<file path="config.mk">
export PLATFORM = sky130hd
export DESIGN_NAME = ram_port_arbiter
export DESIGN_NICKNAME = d
export VERILOG_FILES = /design/src/rtl/ram_port_arbiter.sv
export SDC_FILE = /design/constraint.sdc
export NUM_CORES = 1
export LEC_CHECK = 0
export ABC_AREA = 1
export BUFFER_PORTS_ARGS = -buffer_cell sky130_fd_sc_hd__buf_2
export CAP_MARGIN = 20
export CORE_MARGIN = 2
export CORE_UTILIZATION = 51
export CTS_CLUSTER_DIAMETER = 200
export DETAILED_ROUTE_END_ITERATION = 8
export PLACE_DENSITY = 0.88
export SLEW_MARGIN = 40
export SYNTH_ARGS = -nofsm -noshare
export SYNTH_HDL_FRONTEND = slang
export SYNTH_SLANG_ARGS = --single-unit
</file>
<file path="constraint.sdc">
create_clock -name clock -period 2.8 [get_ports clock]
set_input_delay 0.14 -clock clock [delete_from_list [all_inputs] [get_ports clock]]
set_output_delay 0.14 -clock clock [all_outputs]
set_load 0.01 [all_outputs]
</file>
<file path="src/rtl/ram_port_arbiter.sv">
// ram_port_arbiter
//   Shares one single-port synchronous RAM between a CPU port (read/write)
//   and a video port (read only). Every access takes three cycles:
//     IDLE   -> sample requests and register the RAM address/data
//     ACCESS -> RAM sees the address; the write strobe is high here for CPU writes
//     DONE   -> registered RAM data is valid; capture it and pulse ack/valid next cycle
//   Video is favoured, but a CPU that lost the previous arbitration
//   while pending wins the next one, so neither port can starve.
//
//   Optional power-on clear sweep, compiled in with `define RAM_PORT_ARBITER_CLEAR_EN:
//   after reset every address 0 .. 2^address_width-1 is written with clear_value,
//   one per cycle, while busy is high. No request is granted during the sweep.
//
// Ports
//   clock, reset_n          rising-edge clock, async active-low reset
//   cpu_req/we/addr/din     CPU request, held until cpu_ack
//   cpu_dout, cpu_ack       CPU read data (write data on writes) + one-cycle ack
//   vid_req/addr            video read request, held until vid_valid
//   vid_dout, vid_valid     video read data + one-cycle valid
//   ram_address/data/wren   to RAM
//   ram_q                   from RAM, valid one clock after the address
//   busy                    high while the clear sweep runs
module ram_port_arbiter #(
  parameter int unsigned              address_width = 8,
  parameter int unsigned              data_width    = 8,
  parameter logic [data_width-1:0]    clear_value   = '0
) (
  input  logic                     clock,
  input  logic                     reset_n,
  input  logic                     cpu_req,
  input  logic                     cpu_we,
  input  logic [address_width-1:0] cpu_addr,
  input  logic [data_width-1:0]    cpu_din,
  output logic [data_width-1:0]    cpu_dout,
  output logic                     cpu_ack,
  input  logic                     vid_req,
  input  logic [address_width-1:0] vid_addr,
  output logic [data_width-1:0]    vid_dout,
  output logic                     vid_valid,
  output logic [address_width-1:0] ram_address,
  output logic [data_width-1:0]    ram_data,
  output logic                     ram_wren,
  input  logic [data_width-1:0]    ram_q,
  output logic                     busy
);

`ifdef RAM_PORT_ARBITER_CLEAR_EN
  typedef enum logic [1:0] {S_IDLE = 2'd0, S_ACCESS = 2'd1, S_DONE = 2'd2, S_CLEAR = 2'd3} state_e;
  localparam state_e S_RST = S_CLEAR;
`else
  typedef enum logic [1:0] {S_IDLE = 2'd0, S_ACCESS = 2'd1, S_DONE = 2'd2} state_e;
  localparam state_e S_RST = S_IDLE;
`endif

  state_e state_q, state_d;

  logic [address_width-1:0] ram_address_q, ram_address_d;
  logic [data_width-1:0]    ram_data_q, ram_data_d;
  logic                     ram_wren_q, ram_wren_d;
  logic                     gnt_cpu_q, gnt_cpu_d;   // current transaction belongs to CPU
  logic                     gnt_we_q, gnt_we_d;     // current transaction is a CPU write
  logic                     cpu_lost_q, cpu_lost_d; // CPU was pending and lost last arbitration
  logic [data_width-1:0]    cpu_dout_q, cpu_dout_d;
  logic [data_width-1:0]    vid_dout_q, vid_dout_d;
  logic                     cpu_ack_q, cpu_ack_d;
  logic                     vid_valid_q, vid_valid_d;
  logic                     sweep_busy;

`ifdef RAM_PORT_ARBITER_CLEAR_EN
  logic [address_width-1:0] cnt_q, cnt_d;
  logic                     busy_q, busy_d;
  assign sweep_busy = busy_q;
`else
  assign sweep_busy = 1'b0;
`endif

  logic grant, pick_cpu;
  // Video wins unless the CPU is owed a turn.
  assign pick_cpu = cpu_req && (!vid_req || cpu_lost_q);
  // busy stays high through the final sweep write, so the first grant waits for it.
  assign grant    = (state_q == S_IDLE) && !sweep_busy && (cpu_req || vid_req);

  // ---------------- state register ----------------
  always_ff @(posedge clock or negedge reset_n) begin
    if (!reset_n) state_q <= S_RST;
    else          state_q <= state_d;
  end

  // ---------------- next state ----------------
  always_comb begin
    state_d = state_q;
    case (state_q)
`ifdef RAM_PORT_ARBITER_CLEAR_EN
      S_CLEAR:  if (&cnt_q) state_d = S_IDLE;  // terminal address leaves, no wrap
`endif
      S_IDLE:   if (grant) state_d = S_ACCESS;
      S_ACCESS: state_d = S_DONE;
      S_DONE:   state_d = S_IDLE;
      default:  state_d = S_RST;
    endcase
  end

  // ---------------- outputs / datapath next values ----------------
  always_comb begin
    ram_address_d = ram_address_q;
    ram_data_d    = ram_data_q;
    ram_wren_d    = 1'b0;
    gnt_cpu_d     = gnt_cpu_q;
    gnt_we_d      = gnt_we_q;
    cpu_lost_d    = cpu_lost_q;
    cpu_dout_d    = cpu_dout_q;
    vid_dout_d    = vid_dout_q;
    cpu_ack_d     = 1'b0;
    vid_valid_d   = 1'b0;
`ifdef RAM_PORT_ARBITER_CLEAR_EN
    cnt_d         = cnt_q;
    busy_d        = 1'b0;
`endif
    case (state_q)
`ifdef RAM_PORT_ARBITER_CLEAR_EN
      S_CLEAR: begin
        ram_address_d = cnt_q;
        ram_data_d    = clear_value;
        ram_wren_d    = 1'b1;
        busy_d        = 1'b1;
        cnt_d         = (&cnt_q) ? cnt_q : cnt_q + 1'b1;
      end
`endif
      S_IDLE: begin
        if (grant) begin
          gnt_cpu_d  = pick_cpu;
          gnt_we_d   = pick_cpu && cpu_we;
          cpu_lost_d = !pick_cpu && cpu_req;
          // Write strobe registered here so it is high for exactly the ACCESS cycle.
          ram_wren_d = pick_cpu && cpu_we;
          if (pick_cpu) begin
            ram_address_d = cpu_addr;
            ram_data_d    = cpu_din;
          end else begin
            // Video never writes; park the data bus at the fill word.
            ram_address_d = vid_addr;
            ram_data_d    = clear_value;
          end
        end
      end
      S_ACCESS: begin
        ram_wren_d = 1'b0;
      end
      S_DONE: begin
        if (gnt_cpu_q) begin
          // A write echoes the data it stored rather than the RAM's read-during-write output.
          cpu_dout_d = gnt_we_q ? ram_data_q : ram_q;
          cpu_ack_d  = 1'b1;
        end else begin
          vid_dout_d  = ram_q;
          vid_valid_d = 1'b1;
        end
      end
      default: begin
        ram_wren_d = 1'b0;
      end
    endcase
  end

  // ---------------- datapath registers ----------------
  always_ff @(posedge clock or negedge reset_n) begin
    if (!reset_n) begin
      ram_address_q <= '0;
      ram_data_q    <= '0;
      ram_wren_q    <= 1'b0;
      gnt_cpu_q     <= 1'b0;
      gnt_we_q      <= 1'b0;
      cpu_lost_q    <= 1'b0;
      cpu_dout_q    <= '0;
      vid_dout_q    <= '0;
      cpu_ack_q     <= 1'b0;
      vid_valid_q   <= 1'b0;
    end else begin
      ram_address_q <= ram_address_d;
      ram_data_q    <= ram_data_d;
      ram_wren_q    <= ram_wren_d;
      gnt_cpu_q     <= gnt_cpu_d;
      gnt_we_q      <= gnt_we_d;
      cpu_lost_q    <= cpu_lost_d;
      cpu_dout_q    <= cpu_dout_d;
      vid_dout_q    <= vid_dout_d;
      cpu_ack_q     <= cpu_ack_d;
      vid_valid_q   <= vid_valid_d;
    end
  end

`ifdef RAM_PORT_ARBITER_CLEAR_EN
  always_ff @(posedge clock or negedge reset_n) begin
    if (!reset_n) begin
      cnt_q  <= '0;
      busy_q <= 1'b1;
    end else begin
      cnt_q  <= cnt_d;
      busy_q <= busy_d;
    end
  end
  assign busy = busy_q;
`else
  assign busy = 1'b0;
`endif

  assign ram_address = ram_address_q;
  assign ram_data    = ram_data_q;
  assign ram_wren    = ram_wren_q;
  assign cpu_dout    = cpu_dout_q;
  assign cpu_ack     = cpu_ack_q;
  assign vid_dout    = vid_dout_q;
  assign vid_valid   = vid_valid_q;

endmodule

</file>
==> qor.log, run 1 <==
[outcome] run status finished, final reports clean
[yosys] synthesized netlist net count 255
[global_routing] wire length of the first global-routing pass 6570 µm
[clock_network] clock latency on the worst-skew pair 0.34 ns
[finish] Design Area, Final 2200 µm²
[routing] ratio of routed vias to standard cells 4.80
[yosys] top area cells in the synthesized netlist sky130_fd_sc_hd__dfrtp_1 56%, sky130_fd_sc_hd__nand2_1 14%, sky130_fd_sc_hd__inv_1 7.5%, sky130_fd_sc_hd__nand3_1 7.3%, sky130_fd_sc_hd__o21ai_0 6.7%
[yosys] Synth cell types 16
[floorplan] vertical extent of the die 63.3 µm
[critical_path] worst path required time 3.04 ns
[critical_path] CP endpoint kind flip-flop
[finish] area of the multi-input gates 577 µm²
[critical_path] Data arrival, critical path 1.69 ns
[finish] number of nets in the final layout 325
[floorplan] number of I/O pins 73
[finish] diodes inserted 0
[pwr] Worst VDD drop 0.000443 V
[yosys] Synthesis Warnings 0
[critical_path] depth of the worst register-to-register path 6
[critical_path] launch point of the worst reg-to-reg path state_q[1]
[finish] most common cell after layout, fill and taps aside sky130_fd_sc_hd__buf_2
[sta] clock skew 0.00354 ns
[critical_path] Critical Path Source Type flip-flop
[clock_network] cells resized by post-CTS repair 0
[clock_network] post-CTS repair timing setup buffer count 0
[routing] wire length on met2 1880 µm
[sta] Post-Route Setup TNS 0 ns
[sta] Max Transition Viols Final 0
[floorplan] total core area 3360 µm²
[finish] share of final-layout standard cells stronger than drive strength 1 30.2%
[hold_path] worst min-delay path class input port to flip-flop
[critical_path] maximum fanout along the worst path 17
[routing] violation count after the first detailed-routing iteration 170
[routing] Pre-Repair DR Iteration Count 4
[routing] Routed met1 length 1680 µm
[clock_network] maximum clock path buffer count 2
[yosys] cell type contributing the most total cell area after synthesis sky130_fd_sc_hd__dfrtp_1
[sta] post-route minimum period 1.45 ns
[routing] remaining number of nets flagged by the antenna check after routing 0
[sta] ratio of final minimum period to clock period 51.9%
[routing] met3 WL post-DR 342 µm
[clock_network] clock-pin slew on the worst setup and hold paths 0.11 ns
[critical_path] first element of the critical path state_q[1]
[routing] final wirelength 3950 µm
[sta] relative max-transition margin 49.6%
[yosys] post-synthesis async set-or-reset flop share 100%
[sta] count of endpoints failing setup in the final report 0
[floorplan] Chip Width 63.3 µm
[critical_path] Crit Path Class flip-flop to flip-flop
[global_routing] maximum number of pins on one net before global-route repair 41
[routing] total via count in the routed design 1602
[global_routing] combined global-route utilization of all metal layers 21.5%
[yosys] cell count after synthesis 218
[job] max capacitance violation total 0
[yosys] number of enable flip-flop cells after synthesis 0
[clock_network] Clock H-tree levels 2
[pwr] leakage power figure 1.32 nW
[hold_path] depth of the worst hold-timing path 3
[floorplan] Die Outline Area 4000 µm²
[global_routing] gr ovfl total 0
[routing] DRC violation count after routing 0
[yosys] Post-synth top flop sky130_fd_sc_hd__dfrtp_1
[sta] setup repair after global routing missed its margin no
[yosys] area fraction of the dominant cell type after synthesis 55.9%
[global_routing] vias in the first global route 1510
[clock_network] Clock Sinks 40
[finish] area growth from synthesis to layout 22.9%
[routing] routed len/inst 11.8 µm
[pwr] Power Dens Cells 1010 nW/µm²
[place] Post-Place Cell Area 2140 µm²
[sta] number of endpoints with negative hold slack in the final report 0
[yosys] proportion of synthesized chip area in sequential cells 55.9%
[clock_network] clock tree from TritonCTS done
[sta] slew at the pin closest to its max-slew limit 0.753 ns
[floorplan] Initial Util 53.2%
[global_routing] number of antenna violations at the first check in global routing 0
[place] routability congestion estimate from global placement 0.752
[yosys] total of flip-flops plus latches after synthesis 40
[yosys] synthesized area per cell 8.21 µm²
[sta] WHS 0.0155 ns
[yosys] mapped cell area 1790 µm²
[finish] commonest cells after routing, fill and taps aside 70 x sky130_fd_sc_hd__buf_2, 68 x sky130_fd_sc_hd__nand2_1, 40 x sky130_fd_sc_hd__dfrtp_1
[routing] top routing layer in use met4
[sta] highest attainable clock frequency 688 MHz
[clock_network] Root Driver sky130_fd_sc_hd__clkbuf_4
[floorplan] Std-Cell Rows 21
[hold_path] beginning of the worst hold path cpu_din[2]
[place] detailed placement HPWL 2980 µm
[finish] fill cell count 317
[place] IO buf count 71
[finish] FF+latch area 1000 µm²
[clock_network] Num CTS Buffers 5
## flip-flops by register name (all words and copies together), names as in the netlist
signal       count
cpu_ack          1
cpu_dout         8
cpu_lost_q       1
gnt_cpu_q        1
gnt_we_q         1
ram_address      8
ram_data         8
ram_wren         1
state_q          2
vid_dout         8
vid_valid        1
## Yosys cell counts, types with 2 or more instances
| cell type | instances |
|---|---|
| sky130_fd_sc_hd__buf_6 | 2 |
| sky130_fd_sc_hd__nor2_1 | 3 |
| sky130_fd_sc_hd__buf_4 | 2 |
| sky130_fd_sc_hd__inv_2 | 4 |
| sky130_fd_sc_hd__o21ai_0 | 24 |
| sky130_fd_sc_hd__nand2_2 | 3 |
| sky130_fd_sc_hd__nand3_1 | 26 |
| sky130_fd_sc_hd__buf_2 | 5 |
| sky130_fd_sc_hd__dfrtp_1 | 40 |
| sky130_fd_sc_hd__nand2_1 | 68 |
| sky130_fd_sc_hd__inv_1 | 36 |
## repair_timing
item                                    CTS  global route
hold buffers                              1             0
endpoints found under the setup margin    0             0
hold endpoints to repair                 40             0
## per-layer routing
metal	vias to the layer above	GRT usage, %
met5	-	0
met3	7	6.43
li1	808	-
met2	70	34.3
met1	717	27.8
met4	0	7.88
## path summary, 6_finish.rpt
path	slack, ns	endpoint
worst max-delay path	1.35	gnt_we_q
worst min-delay path	0.02	ram_data[2]
worst max register to register	1.35	gnt_we_q
worst min register to register	0.49	ram_address[3]
max in group asynchronous	2.16	cpu_lost_q
min in group asynchronous	0.29	ram_wren
## worst max-delay path, stage by stage, from the launching register on
cell and delay [ns]:
sky130_fd_sc_hd__dfrtp_1 0.43, sky130_fd_sc_hd__inv_2 0.09, sky130_fd_sc_hd__nand2_1 0.07, sky130_fd_sc_hd__nor2_2 0.35
sky130_fd_sc_hd__inv_2 0.24, sky130_fd_sc_hd__nand2_1 0.11, sky130_fd_sc_hd__nand2_1 0.06
## layout make-up
| cell class | count | area share (%) |
|---|---|---|
| flip-flops and latches | 40 | 45.5 |
| well taps | 46 | 2.62 |
| clock inverters | 1 | 0.228 |
| clock buffers | 6 | 1.88 |
| multi-input cells | 129 | 26.2 |
| inverters | 40 | 6.83 |
| repair buffers | 72 | 16.7 |
## through the flow
stage               setup slack, ns  util [%]  power [W]  std cells
global placement               1.41      63.7    0.00192        326
CTS                            1.34      65.4    0.00224        334
global route                   1.19      65.4    0.00241        334
finish                         1.35      65.4    0.00222        334
detailed placement             1.35      63.7    0.00197        326
floorplan                      1.71         -    0.00161        218
## where the power goes
group          internal [W]  switching [W]
sequential         0.000848       0.000187
clock             0.0000926       0.000172
combinational      0.000349       0.000573
total               0.00129       0.000932
## cell families after synthesis
family	share of synthesized area (%)
compound gates	7.55
buf+inv	11.9
flops	55.9
other cells	0.209
simple gates	24.5
Note: power is estimated with default switching activity, not from simulation.
==> inputs of run 2 (changes only) <==
--- a/config.mk
+++ b/config.mk
@@ -9,10 +9,10 @@
 export BUFFER_PORTS_ARGS = -buffer_cell sky130_fd_sc_hd__buf_2
 export CAP_MARGIN = 20
 export CORE_MARGIN = 2
-export CORE_UTILIZATION = 51
+export CORE_UTILIZATION = 47
 export CTS_CLUSTER_DIAMETER = 200
 export DETAILED_ROUTE_END_ITERATION = 8
-export PLACE_DENSITY = 0.88
+export PLACE_DENSITY = 0.82
 export SLEW_MARGIN = 40
 export SYNTH_ARGS = -nofsm -noshare
 export SYNTH_HDL_FRONTEND = slang
==> constraint.sdc (replaced) <==
create_clock -name clock -period 1.4 [get_ports clock]
set_input_delay 0.07 -clock clock [delete_from_list [all_inputs] [get_ports clock]]
set_output_delay 0.07 -clock clock [all_outputs]
set_load 0.01 [all_outputs]
==> qor.log, run 2 (synthesis gave the netlist of run 1 again) <==
[outcome] run status finished, final reports clean
[place] IO buf count 71
[finish] diodes inserted 0
[floorplan] Initial Util 48.9%
[critical_path] Worst Path Buf+Inv 2
[critical_path] Cell Chain, Critical Path inv_1 -> nand2_2 -> nand2_2 -> inv_2 -> nand3_1 -> nand2_1
[place] detailed placement HPWL 3080 µm
[place] placed instance count 333
[clock_network] Root Driver sky130_fd_sc_hd__clkbuf_8
[pwr] switching power 0.00188 W
[finish] commonest cells after routing, fill and taps aside 71 x sky130_fd_sc_hd__buf_2, 68 x sky130_fd_sc_hd__nand2_1, 40 x sky130_fd_sc_hd__dfrtp_1
[sta] clock skew 0.00638 ns
[critical_path] most used cell along the critical path sky130_fd_sc_hd__nand2_2
[clock_network] clock-pin slew on the worst setup and hold paths 0.07 ns
[pwr] Int Pwr 0.00287 W
[routing] total via count in the routed design 1660
[routing] routed len/inst 11.5 µm
[pwr] portion of total power attributed to sequential cells 43.8%
[hold_path] worst min-delay path class input port to flip-flop
[global_routing] maximum number of pins on one net before global-route repair 25
[clock_network] Clock Sinks 40
[sta] setup repair after global routing missed its margin no
[pwr] Power Dens Cells 2040 nW/µm²
[sta] number of endpoints with negative hold slack in the final report 0
[routing] remaining number of nets flagged by the antenna check after routing 0
[finish] area growth from synthesis to layout 29.8%
[critical_path] CP endpoint kind flip-flop
[critical_path] Data arrival, critical path 1.35 ns
[global_routing] number of antenna violations at the first check in global routing 0
[global_routing] wire length of the first global-routing pass 6450 µm
[clock_network] Num CTS Buffers 5
[pwr] Worst VDD drop 0.000965 V
[critical_path] slowest CP cell sky130_fd_sc_hd__dfrtp_1
[critical_path] cell type group with the largest total delay on the critical path simple AND/OR/NAND/NOR gates
[floorplan] number of I/O pins 73
[global_routing] combined global-route utilization of all metal layers 20.0%
[routing] ratio of routed vias to standard cells 4.81
[clock_network] post-CTS repair timing setup buffer count 0
[floorplan] Std-Cell Rows 22
[clock_network] clock latency on the worst-skew pair 0.29 ns
[finish] Final Non-Filler Cells 345
[floorplan] Die Outline Area 4320 µm²
[floorplan] Chip Width 65.7 µm
[sta] highest attainable clock frequency 851 MHz
[routing] final wirelength 3980 µm
[critical_path] worst path required time 1.58 ns
[critical_path] Largest stage delay, worst path 0.36 ns
[routing] Pre-Repair DR Iteration Count 4
[sta] ratio of final minimum period to clock period 83.9%
[finish] fill cell count 324
[pwr] Clk pwr share 16.0%
[sta] post-route minimum period 1.18 ns
[clock_network] Clock H-tree levels 2
[pwr] leakage power figure 1.37 nW
[critical_path] maximum fanout along the worst path 10
[routing] DRC violation count after routing 0
[job] max capacitance violation total 0
[finish] share of final-layout standard cells stronger than drive strength 1 31.0%
[routing] violation count after the first detailed-routing iteration 90
[sta] Post-Route Setup TNS 0 ns
[critical_path] Crit Path Class flip-flop to flip-flop
[floorplan] total core area 3660 µm²
[finish] most common cell after layout, fill and taps aside sky130_fd_sc_hd__buf_2
[sta] Max Transition Viols Final 0
[global_routing] gr ovfl total 0
[sta] count of endpoints failing setup in the final report 0
[clock_network] maximum clock path buffer count 2
[sta] WHS 0.0154 ns
[global_routing] vias in the first global route 1516
[floorplan] vertical extent of the die 65.7 µm
[pwr] switch share 39.6%
[finish] number of nets in the final layout 333
[critical_path] Critical Path Source Type flip-flop
[place] routability congestion estimate from global placement 0.778
[clock_network] clock tree from TritonCTS done
[pwr] Logic pwr share 40.2%
## run 2: power groups by stage
stage | Sequential, W | Clock (W) | Combinational [W]
2_1_floorplan | 0.00224 | 0 | 0.000981
3_3_place_gp | 0.00208 | 0 | 0.00187
3_5_place_dp | 0.00209 | 0 | 0.00193
4_1_cts | 0.00208 | 0.000782 | 0.00194
5_1_grt | 0.00214 | 0.000832 | 0.00217
6_report | 0.00208 | 0.000759 | 0.00191
## run 2: worst min-delay path, stage by stage
cell and delay, ns:
sky130_fd_sc_hd__buf_2 0.09, sky130_fd_sc_hd__nand3_1 0.06, sky130_fd_sc_hd__nand2_1 0.05
## run 2: per-stage QoR
stage	worst slack (ns)	util [%]	cell area, µm²	power, W
final	0.225	63.5	2320	0.00475
after global routing	0.129	63.5	2320	0.00514
after CTS	0.209	63.5	2320	0.00480
after detailed placement	0.222	59.9	2190	0.00402
after global placement	0.253	59.9	2190	0.00395
after floorplan	0.314	-	1790	0.00322
## run 2: cell type report
cell class | count | area (µm²) | share of cell area [%]
clock buffer | 8 | 90.1 | 3.88
tap | 48 | 60.1 | 2.58
timing repair buffer | 80 | 445 | 19.2
multi-input combinational | 129 | 577 | 24.8
inverter | 40 | 150 | 6.46
sequential | 40 | 1000 | 43.1
## run 2: path summary, 6_finish.rpt
check,start,end,slack (ns),cells past startpoint
min,cpu_din[2],ram_data[2],0.02,3
min reg2reg,ram_address[3],ram_address[3],0.49,2
min in group asynchronous,reset_n,cpu_dout[3],0.23,2
max in group asynchronous,reset_n,vid_dout[5],0.72,3
max reg2reg,cpu_lost_q,gnt_we_q,0.22,6
max,cpu_lost_q,gnt_we_q,0.22,6
## run 2: repair_timing
action,CTS,global route
hold buffers,4,0
gates resized for setup,0,0
hold endpoints to repair,19,0
## run 2: layer usage
metal	vias up	GRT usage, %	wire length, µm
met2	79	33.7	1890
li1	818	-	-
met1	751	24.1	1660
met5	-	0	0
met3	12	4.45	341
met4	0	9.64	93
==> inputs of run 3 (changes only) <==
--- a/config.mk
+++ b/config.mk
@@ -9,10 +9,10 @@
 export BUFFER_PORTS_ARGS = -buffer_cell sky130_fd_sc_hd__buf_2
 export CAP_MARGIN = 20
 export CORE_MARGIN = 2
-export CORE_UTILIZATION = 47
+export CORE_UTILIZATION = 43
 export CTS_CLUSTER_DIAMETER = 200
 export DETAILED_ROUTE_END_ITERATION = 8
-export PLACE_DENSITY = 0.82
+export PLACE_DENSITY = 0.79
 export SLEW_MARGIN = 40
 export SYNTH_ARGS = -nofsm -noshare
 export SYNTH_HDL_FRONTEND = slang
==> constraint.sdc (replaced) <==
create_clock -name clock -period 0.95 [get_ports clock]
set_input_delay 0.0475 -clock clock [delete_from_list [all_inputs] [get_ports clock]]
set_output_delay 0.0475 -clock clock [all_outputs]
set_load 0.01 [all_outputs]
==> qor.log, run 3 (synthesis gave the netlist of run 1 again) <==
[critical_path] WP depth 6
[clock_network] clock-pin slew on the worst setup and hold paths 0.08 ns
[finish] number of nets in the final layout 348
[critical_path] cell type group with the largest total delay on the critical path flip-flops
[critical_path] maximum fanout along the worst path 17
[critical_path] Crit Path Class flip-flop to flip-flop
[routing] routed len/inst 11.8 µm
[finish] commonest cells after routing, fill and taps aside 71 x sky130_fd_sc_hd__buf_2, 65 x sky130_fd_sc_hd__nand2_1, 39 x sky130_fd_sc_hd__dfrtp_1
[routing] Pre-Repair DR Iteration Count 4
[critical_path] launch point of the worst reg-to-reg path state_q[0]
[sta] post-route minimum period 1.09 ns
[hold_path] end point of the most critical hold path ram_data[3]
[critical_path] Worst Path Buf+Inv 2
[place] detailed placement HPWL 3050 µm
[critical_path] CP endpoint kind flip-flop
[critical_path] Critical Path Source Type flip-flop
[global_routing] gr ovfl total 0
[finish] Final Non-Filler Cells 362
[routing] final wirelength 4280 µm
[hold_path] beginning of the worst hold path cpu_din[3]
[global_routing] vias in the first global route 1556
[clock_network] Clock H-tree levels 2
[floorplan] Chip Width 68.5 µm
[sta] count of endpoints failing setup in the final report 37
[place] placed instance count 344
[sta] clock skew 0.00761 ns
[routing] violation count after the first detailed-routing iteration 100
[clock_network] maximum clock path buffer count 2
[sta] final setup slack of the worst path -0.136 ns
[finish] share of final-layout standard cells stronger than drive strength 1 36.5%
[routing] total via count in the routed design 1662
[finish] area growth from synthesis to layout 41.9%
[floorplan] Die Outline Area 4700 µm²
[critical_path] slowest CP cell sky130_fd_sc_hd__dfrtp_2
[clock_network] clock latency on the worst-skew pair 0.30 ns
[job] max capacitance violation total 0
[finish] most common cell after layout, fill and taps aside sky130_fd_sc_hd__buf_2
[sta] WHS -0.000166 ns
[clock_network] clock tree from TritonCTS done
[sta] Max Transition Viols Final 0
[outcome] run status finished with violations
[pwr] Worst VDD drop 0.00118 V
[critical_path] endpoint of the worst-slack reg-to-reg timing path ram_address[3]
[pwr] leakage power figure 1.48 nW
[place] routability congestion estimate from global placement 0.775
[hold_path] depth of the worst hold-timing path 3
[clock_network] Num CTS Buffers 5
[hold_path] worst min-delay path class input port to flip-flop
[critical_path] most used cell along the critical path sky130_fd_sc_hd__nand2_1
[finish] diodes inserted 0
[routing] DRC violation count after routing 0
[sta] setup repair after global routing missed its margin yes
[floorplan] number of I/O pins 73
[global_routing] wire length of the first global-routing pass 6800 µm
[critical_path] Largest stage delay, worst path 0.44 ns
[clock_network] Clock Sinks 40
[sta] highest attainable clock frequency 921 MHz
[critical_path] Worst R2R Setup Slack -0.14 ns
[routing] ratio of routed vias to standard cells 4.59
[outcome] violations in the final reports negative hold slack, negative setup slack
[sta] Post-Route Setup TNS -3.84 ns
[floorplan] vertical extent of the die 68.5 µm
[critical_path] worst path required time 1.14 ns
[sta] number of endpoints with negative hold slack in the final report 1
[floorplan] Std-Cell Rows 23
[critical_path] Data arrival, critical path 1.28 ns
[clock_network] Root Driver sky130_fd_sc_hd__clkbuf_8
[critical_path] Cell Chain, Critical Path inv_2 -> nand2_2 -> nor2_4 -> inv_4 -> nand2_1 -> nand2_1
[sta] ratio of final minimum period to clock period 114%
[critical_path] depth of the worst register-to-register path 6
[place] IO buf count 71
[floorplan] Initial Util 44.8%
[global_routing] maximum number of pins on one net before global-route repair 41
[floorplan] total core area 4000 µm²
[global_routing] combined global-route utilization of all metal layers 19.7%
[global_routing] number of antenna violations at the first check in global routing 0
[routing] remaining number of nets flagged by the antenna check after routing 0
[pwr] Power Dens Cells 3070 nW/µm²
run 3: final cells by class:
class,count,area (µm²)
inverters,40,153
repair buffers,95,601
clock buffers,6,72.6
well taps,50,62.6
flip-flops and latches,40,1000
multi-input cells,129,614
clock inverters,2,35.0
fillers,355,1460
run 3: worst register-to-register path, cell delays in order (launching register included):
cell	delay [ns]
sky130_fd_sc_hd__dfrtp_2	0.44
sky130_fd_sc_hd__inv_2	0.09
sky130_fd_sc_hd__nand2_2	0.07
sky130_fd_sc_hd__nor2_4	0.15
sky130_fd_sc_hd__inv_4	0.11
sky130_fd_sc_hd__nand2_1	0.08
sky130_fd_sc_hd__nand2_1	0.06
run 3: where the power goes:
| group | switching, W | internal, W | leakage [nW] | total, W |
|---|---|---|---|---|
| clock network | 0.000575 | 0.000779 | 0.0552 | 0.00135 |
| registers | 0.000485 | 0.00251 | 0.503 | 0.00300 |
| logic | 0.00193 | 0.00153 | 0.920 | 0.00346 |
run 3: layer usage:
metal	track usage (%)	wire length (µm)	vias up
met4	6.50	51	0
met3	5.84	316	6
li1	-	-	849
met5	0	0	-
met2	34.9	2110	62
met1	22.8	1800	745
run 3: what timing repair did:
| action | CTS | global route |
|---|---|---|
| gates resized for setup | 11 | 6 |
| pin swaps | 3 | 0 |
| hold buffers | 8 | 0 |
| gates cloned | 1 | 0 |
| endpoints found under the hold margin | 47 | 0 |
| buffers inserted | 1 | 0 |
| setup endpoints to repair | 37 | 38 |
run 3: metrics by stage:
| step | cell area [µm²] | utilization (%) | setup WS (ns) | power [W] |
|---|---|---|---|---|
| final | 2540 | 63.5 | -0.136 | 0.00781 |
| after global routing | 2540 | 63.5 | -0.199 | 0.00842 |
| after CTS | 2530 | 63.2 | -0.129 | 0.00782 |
| after detailed placement | 2300 | 57.5 | -0.166 | 0.00626 |
| after global placement | 2300 | 57.5 | -0.122 | 0.00613 |
| after floorplan | 1800 | - | -0.129 | 0.00480 |
run 3: worst max path at each step:
stage                     startpoint        endpoint
final                     state_q[0]  ram_address[3]
after global routing      state_q[0]  ram_address[3]
after CTS                 state_q[0]  ram_address[3]
after detailed placement  state_q[0]  ram_address[3]
after global placement    state_q[1]      cpu_lost_q
after floorplan           state_q[0]     vid_dout[4]
